<file path="src/rtl/fifo_rd_packer.sv">
// fifo_rd_packer: reads width-bit words from a FIFO and packs consecutive
// pairs into one 2*width-bit output word with a valid/ready handshake.
// Ports:
//   r_clk      - clock, all state updates on posedge
//   rst        - synchronous active-high reset
//   empty_flag - FIFO empty; blocks new reads only
//   r_data     - FIFO read data, valid the cycle after r_en is sampled high
//   r_en       - FIFO read enable (combinational from registered state)
//   out_data   - packed word {second, first}, registered
//   out_valid  - out_data holds an untransferred word, registered
//   out_ready  - downstream accept
//   pkt_cnt    - count of completed transfers, wraps at 16 bits
module fifo_rd_packer #(
  parameter int unsigned width = 16
) (
  input  logic                 r_clk,
  input  logic                 rst,
  input  logic                 empty_flag,
  input  logic [width-1:0]     r_data,
  output logic                 r_en,
  output logic [2*width-1:0]   out_data,
  output logic                 out_valid,
  input  logic                 out_ready,
  output logic [15:0]          pkt_cnt
);

  localparam int unsigned OUT_W = 2 * width;
  localparam int unsigned CNT_W = 16;
  localparam int unsigned OCC_W = 3;

  logic                rd_pend_q, rd_pend_d;
  logic [width-1:0]    lo_reg_q, lo_reg_d;
  logic                lo_valid_q, lo_valid_d;
  logic [OUT_W-1:0]    out_data_q, out_data_d;
  logic                out_valid_q, out_valid_d;
  logic [CNT_W-1:0]    pkt_cnt_q, pkt_cnt_d;

  logic [OCC_W-1:0]    words_c;
  logic                xfer_c;

  // Words owned by the packer: a full output counts two, plus held and in-flight.
  // Capping at three keeps a combine from ever landing on a stalled output.
  always_comb begin
    words_c = OCC_W'({out_valid_q, 1'b0}) + OCC_W'(lo_valid_q) + OCC_W'(rd_pend_q);
  end

  assign r_en   = !rst && !empty_flag && (words_c < OCC_W'(3));
  assign xfer_c = out_valid_q && out_ready;

  // Next-state: capture returning word into lo_reg or combine into the output.
  always_comb begin
    rd_pend_d   = r_en;
    lo_reg_d    = lo_reg_q;
    lo_valid_d  = lo_valid_q;
    out_data_d  = out_data_q;
    out_valid_d = out_valid_q;
    pkt_cnt_d   = pkt_cnt_q;

    if (xfer_c) begin
      out_valid_d = 1'b0;
      pkt_cnt_d   = pkt_cnt_q + CNT_W'(1);
    end

    if (rd_pend_q) begin
      if (lo_valid_q) begin
        out_data_d  = {r_data, lo_reg_q};
        out_valid_d = 1'b1;
        lo_valid_d  = 1'b0;
      end else begin
        lo_reg_d   = r_data;
        lo_valid_d = 1'b1;
      end
    end
  end

  // State registers with synchronous reset.
  always_ff @(posedge r_clk) begin
    if (rst) begin
      rd_pend_q   <= 1'b0;
      lo_reg_q    <= '0;
      lo_valid_q  <= 1'b0;
      out_data_q  <= '0;
      out_valid_q <= 1'b0;
      pkt_cnt_q   <= '0;
    end else begin
      rd_pend_q   <= rd_pend_d;
      lo_reg_q    <= lo_reg_d;
      lo_valid_q  <= lo_valid_d;
      out_data_q  <= out_data_d;
      out_valid_q <= out_valid_d;
      pkt_cnt_q   <= pkt_cnt_d;
    end
  end

  assign out_data  = out_data_q;
  assign out_valid = out_valid_q;
  assign pkt_cnt   = pkt_cnt_q;

endmodule

</file>
<file path="config.mk">
export PLATFORM = sky130hd
export DESIGN_NAME = fifo_rd_packer
export DESIGN_NICKNAME = d
export VERILOG_FILES = /design/src/rtl/fifo_rd_packer.sv
export SDC_FILE = /design/constraint.sdc
export NUM_CORES = 1
export LEC_CHECK = 0
export CELL_PAD_IN_SITES_DETAIL_PLACEMENT = 1
export CELL_PAD_IN_SITES_GLOBAL_PLACEMENT = 2
export CORE_ASPECT_RATIO = 1.5
export CORE_MARGIN = 2
export CORE_UTILIZATION = 26
export DETAILED_ROUTE_END_ITERATION = 16
export GPL_TIMING_DRIVEN = 0
export PLACE_DENSITY = 0.79
export REMOVE_ABC_BUFFERS = 1
export SLEW_MARGIN = 10
export SYNTH_ARGS = -nofsm -noshare
export SYNTH_HDL_FRONTEND = slang
export SYNTH_SLANG_ARGS = --single-unit
</file>
<file path="constraint.sdc">
create_clock -name r_clk -period 1.8 [get_ports r_clk]
set_clock_uncertainty 0.2 [all_clocks]
set_input_delay 0.36 -clock r_clk [delete_from_list [all_inputs] [get_ports r_clk]]
set_output_delay 0.36 -clock r_clk [all_outputs]
set_load 0.02 [all_outputs]
</file>
; Yosys cells after proc, flatten, opt, wreduce, memory -nomap -nowiden
; Cells that the tools add are included.
[totals]
latchBits = 0
memories = 0
inputBits = 20
rom_bits = 0
mem_bits_rw = 0
ff_bits = 67
out_inout_bits = 50
[classes]
n_shift = 0
n_reduce_logical = 7
magnitude_cmp = 1
n_eq_ne = 0
mul = 0
n_bitwise = 1
div_mod_pow = 0
n_mux = 4
addsub = 3
[ops]
columns = operator, n
row1 = $add 16x1->16 const B, 1
row2 = $mux 1, 4
row3 = $reduce_and 2->1, 2
row4 = $add 2x1->3, 1
row5 = $add 3x1->3, 1
row6 = $logic_and 1x1->1, 3
row7 = $lt 3x2->1 const B, 1
row8 = $logic_not 1->1, 2
row9 = $not 1->1, 1

; Longest topological paths before layout
[logic_depth]
word_depth = 4
ltp_mapped = 6

; Worst setup path before layout
; No wires, ideal clock.
[synth_path]
path_type = reg-to-output
startpoint = register rd_pend_q
endpoint = output r_en
path_slack_ns = -0.681
arrival_ns = 1.921
path_stages_with_launch = 4
path_buffers = 0
path_cell_list = dfxtp_1 ha_1 ha_1 a2111oi_0
[synth_between]
elab_chain_len = 3
[synth_lines]
columns = element, line
row1 = "start, declared", 31  ; logic rd_pend_q, rd_pend_d;
row2 = "start signal, assigned", 86  ; rd_pend_q <= rd_pend_d;
row3 = $add 3x1->3, 44  ; words_c = OCC_W'({out_valid_q, 1'b0}) + OCC_W'(lo_valid_q) + OCC_W'(rd_pend_q);
row4 = $lt 3x2->1, 47  ; assign r_en = !rst && !empty_flag && (words_c < OCC_W'(3));
row5 = $logic_and 1x1->1, 47
row6 = "end, declared", 20  ; output logic r_en,
; Every way passes these cells.

; Worst setup path in the final report
[layout_path]
startpoint = register lo_valid_q
endpoint = output r_en
[layout_between]
elab_chain_len = 4
[layout_lines]
columns = element, line
row1 = "start, declared", 33  ; logic lo_valid_q, lo_valid_d;
row2 = "start signal, assigned", 88  ; lo_valid_q <= lo_valid_d;
row3 = $add 2x1->3, 44
row4 = $add 3x1->3, 44
row5 = $lt 3x2->1, 47
row6 = $logic_and 1x1->1, 47
; Every way passes these cells.

==> impl_metrics.csv <==
group,metric,value,unit
critical_path,slowest_stage,"dfxtp_4",
detailed_routing,routed_via_density,4.53,
cells_and_area,n_antenna_cell,0,
yosys,synth.distinct_cells,30,
critical_path,cp_data_required_time,1.24,ns
critical_path,setup.worst_path.class,"flop to primary output",
detailed_routing,final_antenna_net_count,0,
cells_and_area,drive_above_1_share,14.6,%
power_and_ir_drop,vdd.ir_drop.worst,0.000478,V
placed_design,buffer_ports.inserted,69,
worst_hold_path,hold_start,"rst",
power_and_ir_drop,power,3.50,mW
sta,tightest_slew,0.473,ns
status,outcome,"finished with violations",
detailed_routing,vias,2010,
status,violations,"negative setup slack",
yosys,syn-cell-area,0.00254,mm²
critical_path,cp.arrival,1.55,ns
floorplan,die_area,0.0106,mm²
sta,finalCritPeriodShare,117,%
clocking,numCtsBuffers,9,
cells_and_area,fillCellCount,1099,
cells_and_area,areaGrowthSynthToFinish,46.3,%
placed_design,placed_area,0.00335,mm²
critical_path,crit_buf_inv,1,
clocking,cts_root_buffer,"clkbuf_16",
sta,clock.fmax,0.473,GHz
sta,fin_crit,2.11,ns
cells_and_area,mostFrequentLayoutCells,"nor2_1 (60), dfxtp_1 (58), dlygate4sd2_1 (50)",
cells_and_area,final_area,0.00372,mm²
floorplan,ios,70,
clocking,postCtsHoldBufs,0,
sta,fin_ws,-0.314,ns
critical_path,critPathLaunchType,"flop",
cells_and_area,layout.cells.most_common,"nor2_1",
clocking,cts_tree,"done",
yosys,avgSynthCellArea,10.1,µm²
detailed_routing,drtIter0Drc,49,
clocking,clk_pin_slew,0.05,ns
global_routing,grt_pass1_vias,2116,
global_routing,grt.overflow.total,0,
clocking,htreeDepth,3,
detailed_routing,wl,6180,µm
global_routing,grt_pass1_wl,10000,µm
sta,rsz0062_at_grt,"yes",
global_routing,grtUsageTotal,12.1,%
yosys,yosysWarnings,0,
flow_run,cap_violations,0,
sta,hold_slack,0.266,ns
clocking,clock-sinks,67,
sta,setup_viol,1,
yosys,synth_top_cell_by_area,"dfxtp_1",
detailed_routing,drc,0,
floorplan,core_area,0.00958,mm²
placed_design,hpwl,4130,µm
floorplan,die_w,84.8,µm
detailed_routing,first_pass_iters,2,
cells_and_area,nets,348,
sta,fin_tns_setup,-0.314,ns
critical_path,cp-end-kind,"primary output",
sta,finalHoldViolations,0,
clocking,clkLatencyLatePin,0.33,ns
critical_path,path_common_cell,"ha_4",
critical_path,critical_path.startpoint,"lo_valid_q",
critical_path,cp_slowest_stage_delay,0.37,ns
yosys,synthCells,252,
yosys,synth_seq_cells,67,
floorplan,num_rows,44,
floorplan,die_y,125,µm
critical_path,worstReg2RegStart,"pkt_cnt[0]",
detailed_routing,wl_per_cell,13.9,µm
global_routing,antenna_found_initial,0,
power_and_ir_drop,p_leak,1.55,nW
worst_hold_path,hold_path.class,"input port to flop",
floorplan,start_util,26.6,%
critical_path,cp_cell_sequence,"ha_4 > ha_4 > a2111oi_4 > buf_4",
global_routing,grt_max_degree,46,
critical_path,crit_family,"adder cells",
sta,final_max_slew_viol_count,0,
placed_design,place_congestion,0.630,
yosys,yosysSeqAreaShare,52.7,%
sta,slew_headroom,68.5,%
clocking,clock_path_buffers,2,
critical_path,path_max_fanout,4,
power_and_ir_drop,power-per-cell-area,941,mW/mm²
yosys,synth.top_cell.area_share,52.7,%
yosys,synthTopCellsByArea,"dfxtp_1 (53%), mux2i_1 (19%), nor2_1 (9.0%), xor2_1 (2.4%), ha_1 (2.0%)",
metal layers:
layer  global-route usage, %  vias up  wire length (µm)
met2                    21.2       50              3230
met3                    2.90       13               273
met1                    12.6      950              2500
li1                        -      997                 -
met4                    8.03        0               175
met5                       0        -                 0
cells by family (layout without fill, tap and decap cells):
| family | Yosys count | after routing | synth area share (%) |
|---|---|---|---|
| flip-flops | 67 | 67 | 52.7 |
| adder cells (fa/ha/maj) | 4 | 4 | 1.97 |
| AO/OA/AOI/OAI | 12 | 12 | 2.90 |
| AND/OR/NAND/NOR | 91 | 91 | 16.5 |
| XOR/XNOR | 12 | 12 | 4.13 |
| buffers and inverters | 18 | 95 | 2.90 |
| multiplexers | 48 | 48 | 18.9 |
power by group:
part           total [mW]  switching (mW)  internal [mW]
registers            1.54          0.0238           1.52
clock network        1.73           0.627           1.10
logic               0.233           0.117          0.116
total                3.50           0.768           2.74
area by class of cell:
type / count / area [µm²] / share of cell area, %
well taps: 115 / 144 / 3.86
clock inverters: 5 / 52.6 / 1.41
repair buffers: 76 / 698 / 18.8
flip-flops and latches: 67 / 1360 / 36.5
clock buffers: 11 / 243 / 6.52
inverters: 3 / 16.3 / 0.437
multi-input cells: 167 / 1210 / 32.6
per-stage QoR:
stage	util, %	setup slack [ns]	instances
floorplan	-	-1.86	237
global placement	34.6	-2.54	421
detailed placement	35.0	-1.14	423
CTS	38.3	-0.375	442
global route	38.9	-0.368	444
finish	38.9	-0.314	444
synth_stat cells:
cell / instances
a2111oi_0: 2
nor3_1: 2
clkbuf_2: 1
clkbuf_1: 9
o31ai_1: 1
and4_1: 2
or4_1: 1
buf_1: 1
or3_1: 1
nand3_1: 5
and3_2: 1
xnor2_1: 5
o21ai_0: 2
nand2b_1: 1
o41ai_1: 1
buf_2: 4
xor2_1: 7
nand2_1: 8
or3_2: 1
ha_1: 4
a21oi_1: 6
nor4_1: 1
nand4_1: 4
nand4_4: 1
or4b_1: 1
dfxtp_1: 67
nor2_1: 61
inv_1: 3
mux2i_1: 48
and4_4: 1
flip-flops by register name, indices dropped and copies added, names as in the netlist:
| name | flops |
|---|---|
| rd_pend_q | 1 |
| lo_valid_q | 1 |
| lo_reg_q | 16 |
| out_valid | 1 |
| out_data | 32 |
| pkt_cnt | 16 |
path summary, 6_finish.rpt:
check | slack (ns) | endpoint | cells past startpoint
worst max register to register | 0.05 | pkt_cnt[14] | 5
worst min-delay path | 0.27 | lo_reg_q[7] | 2
worst min register to register | 0.28 | pkt_cnt[15] | 2
worst max-delay path | -0.31 | r_en | 4
repair_timing:
item,in CTS,in global routing
resized for setup,69,15
setup endpoints to repair,90,20
setup buffers,3,2
pin swaps,3,2
Note: power is estimated with default switching activity, not from simulation.
==> RTL edit, RTL diff (same settings) <==
Change the localparam `OCC_W` from 3 to 2.
--- a/src/rtl/fifo_rd_packer.sv
+++ b/src/rtl/fifo_rd_packer.sv
@@ -26,7 +26,7 @@
 
   localparam int unsigned OUT_W = 2 * width;
   localparam int unsigned CNT_W = 16;
-  localparam int unsigned OCC_W = 3;
+  localparam int unsigned OCC_W = 2;
 
   logic                rd_pend_q, rd_pend_d;
   logic [width-1:0]    lo_reg_q, lo_reg_d;
Behaviour: unchanged (Yosys induction, for registers that start in step).
==> RTL edit against the original RTL <==
  * The flow still finishes with violations (negative setup slack)
  * Setup slack better by 110 ps
  * Design area increased by 0.13%
  * Routed wire length is 1.0% higher
  * Synthesized area down 0.20%
  * Sequential cell count unchanged
  * Critical path depth rose by 2
  * Die area is 0.19% lower
  * Power decreased by 0.45%
  * Largest power group unchanged
  * Highest routed layer unchanged
==> RTL edit: results (changes against the original RTL) <==
First-pass GRT wire length: 10.5 mm (was 10.0 mm)
Met2 Routed Length: 3.28 mm (was 3.23 mm)
Top cells by count, synth: dfxtp_1 (67), nor2_1 (62), mux2i_1 (48), clkbuf_1 (9), nand2_1 (8) (was dfxtp_1 (67), nor2_1 (61), mux2i_1 (48), clkbuf_1 (9), nand2_1 (8))
DR top layer: met4 (unchanged)
Post-Route Setup TNS: -206 ps (was -314 ps)
Layout cells sized above 1: 14.8% (was 14.6%)
Largest register FFs: 32 (unchanged)
Ys Warns: 0 (unchanged)
Worst-skew pair later-pin latency: 320 ps
Fillers: 1095 (was 1099)
Layout Nets: 349 (was 348)
Ys flop type: dfxtp_1 (unchanged)
Routed wire length on met3: 279 um (was 273 um)
Vias per cell: 4.51 (was 4.53)
Diodes inserted: 0 (unchanged)
Final worst setup slack: -206 ps (was -314 ps)
CP Max Fanout: 3 (was 4)
Worst-margin pin slew: 646 ps (was 473 ps)
Maximum VDD drop: 0.502 mV (was 0.478 mV)
Port bufs: 69 (unchanged)
Final setup violation count: 1 (unchanged)
Clock tree buffer depth: 2 (unchanged)
Total Routing Usage GR: 12.4% (was 12.1%)
Status: finished, violations left (unchanged)
Max incr delay on CP: 360 ps
Number of global-route vias before repair: 2128 (was 2116)
Leakage Power: 1.56 nW (was 1.55 nW)
First drt pass iteration count: 3 (was 2)
Final Wtd Congestion: 0.683 (was 0.630)
Failing checks: negative setup slack (unchanged)
HPWL after DPL: 4.25 mm (was 4.13 mm)
Netlist cell types: 29 (was 30)
Seq/Total Area, Yosys: 52.8% (was 52.7%)
CP arrival: 1450 ps (was 1550 ps)
WL per Instance: 14.0 um (was 13.9 um)
ANT nets after route: 0 (unchanged)
M1 wire length: 2.56 mm (was 2.50 mm)
Synth top area cells: dfxtp_1 (53%), mux2i_1 (19%), nor2_1 (9.2%), xor2_1 (2.4%), xnor2_1 (2.1%) (was dfxtp_1 (53%), mux2i_1 (19%), nor2_1 (9.0%), xor2_1 (2.4%), ha_1 (2.0%))
Largest net degree at the start of global routing: 38 (was 46)
Initial drt markers: 41 (was 49)
[RTL edit: final timing paths]
check / to / slack (ps) / cells past startpoint / startpoint
min reg2reg: out_data[19] / 290 / 2 / out_data[19]
max: r_en / -210 / 6 / rd_pend_q
max reg2reg: pkt_cnt[15] / 50 / 4 / out_valid
min: pkt_cnt[1] / 240 / 3 / out_ready
[RTL edit: per-layer routing]
| metal | vias up | GRT usage, % |
|---|---|---|
| met4 | 0 | 5.60 |
| met1 | 955 | 13.2 |
| met2 | 53 | 22.4 |
| li1 | 996 | - |
| met5 | - | 0 |
| met3 | 9 | 3.43 |
[RTL edit: stage by stage]
step	hold slack (ps)	worst slack (ps)	utilization, %	instances	area [um^2]
floorplan	229	-1050	-	237	2470
global placement	260	-2200	34.5	421	3310
detailed placement	285	-957	34.9	423	3350
CTS	293	-294	38.3	445	3670
global route	251	-275	38.9	446	3730
finish	235	-206	38.9	446	3730
[RTL edit: kinds of logic (layout without fill, tap and decap cells)]
kind of cell    Yosys count  count (layout)  share of synthesized area [%]
xor+xnor                 13              13                           4.48
fa+ha+maj                 3               3                           1.48
mux                      48              48                           18.9
compound gates           10              10                           2.22
buf+inv                  17              96                           2.86
flops                    67              67                           52.8
simple gates             94              94                           17.2
[RTL edit: power breakdown]
part           switching [mW]  internal (mW)  leakage, nW
registers              0.0206           1.52        0.547
logic                   0.112          0.118        0.868
clock network           0.617           1.10        0.145
total                   0.750           2.74         1.56
[RTL edit: timing repair]
| item | in CTS | in global routing |
|---|---|---|
| buffers inserted | 5 | 1 |
| resized for setup | 61 | 18 |
| gates cloned | 1 | 0 |
| pin swaps | 4 | 5 |
| setup endpoints to repair | 88 | 22 |
[RTL edit: worst max-delay path, delay by kind of cell, from the launching register on]
family | cells | cell delay, ps
buffers and inverters | 2 | 300
flip-flops | 1 | 360
adder cells (fa/ha/maj) | 1 | 170
XOR/XNOR | 1 | 130
AND/OR/NAND/NOR | 2 | 170
[RTL edit: area by class of cell]
type	instances	area, um^2	area share (%)
clock buffers	11	243	6.51
flip-flops and latches	67	1360	36.4
inverters	2	7.51	0.201
multi-input cells	168	1180	31.7
well taps	115	144	3.86
clock inverters	5	52.6	1.41
repair buffers	78	742	19.9
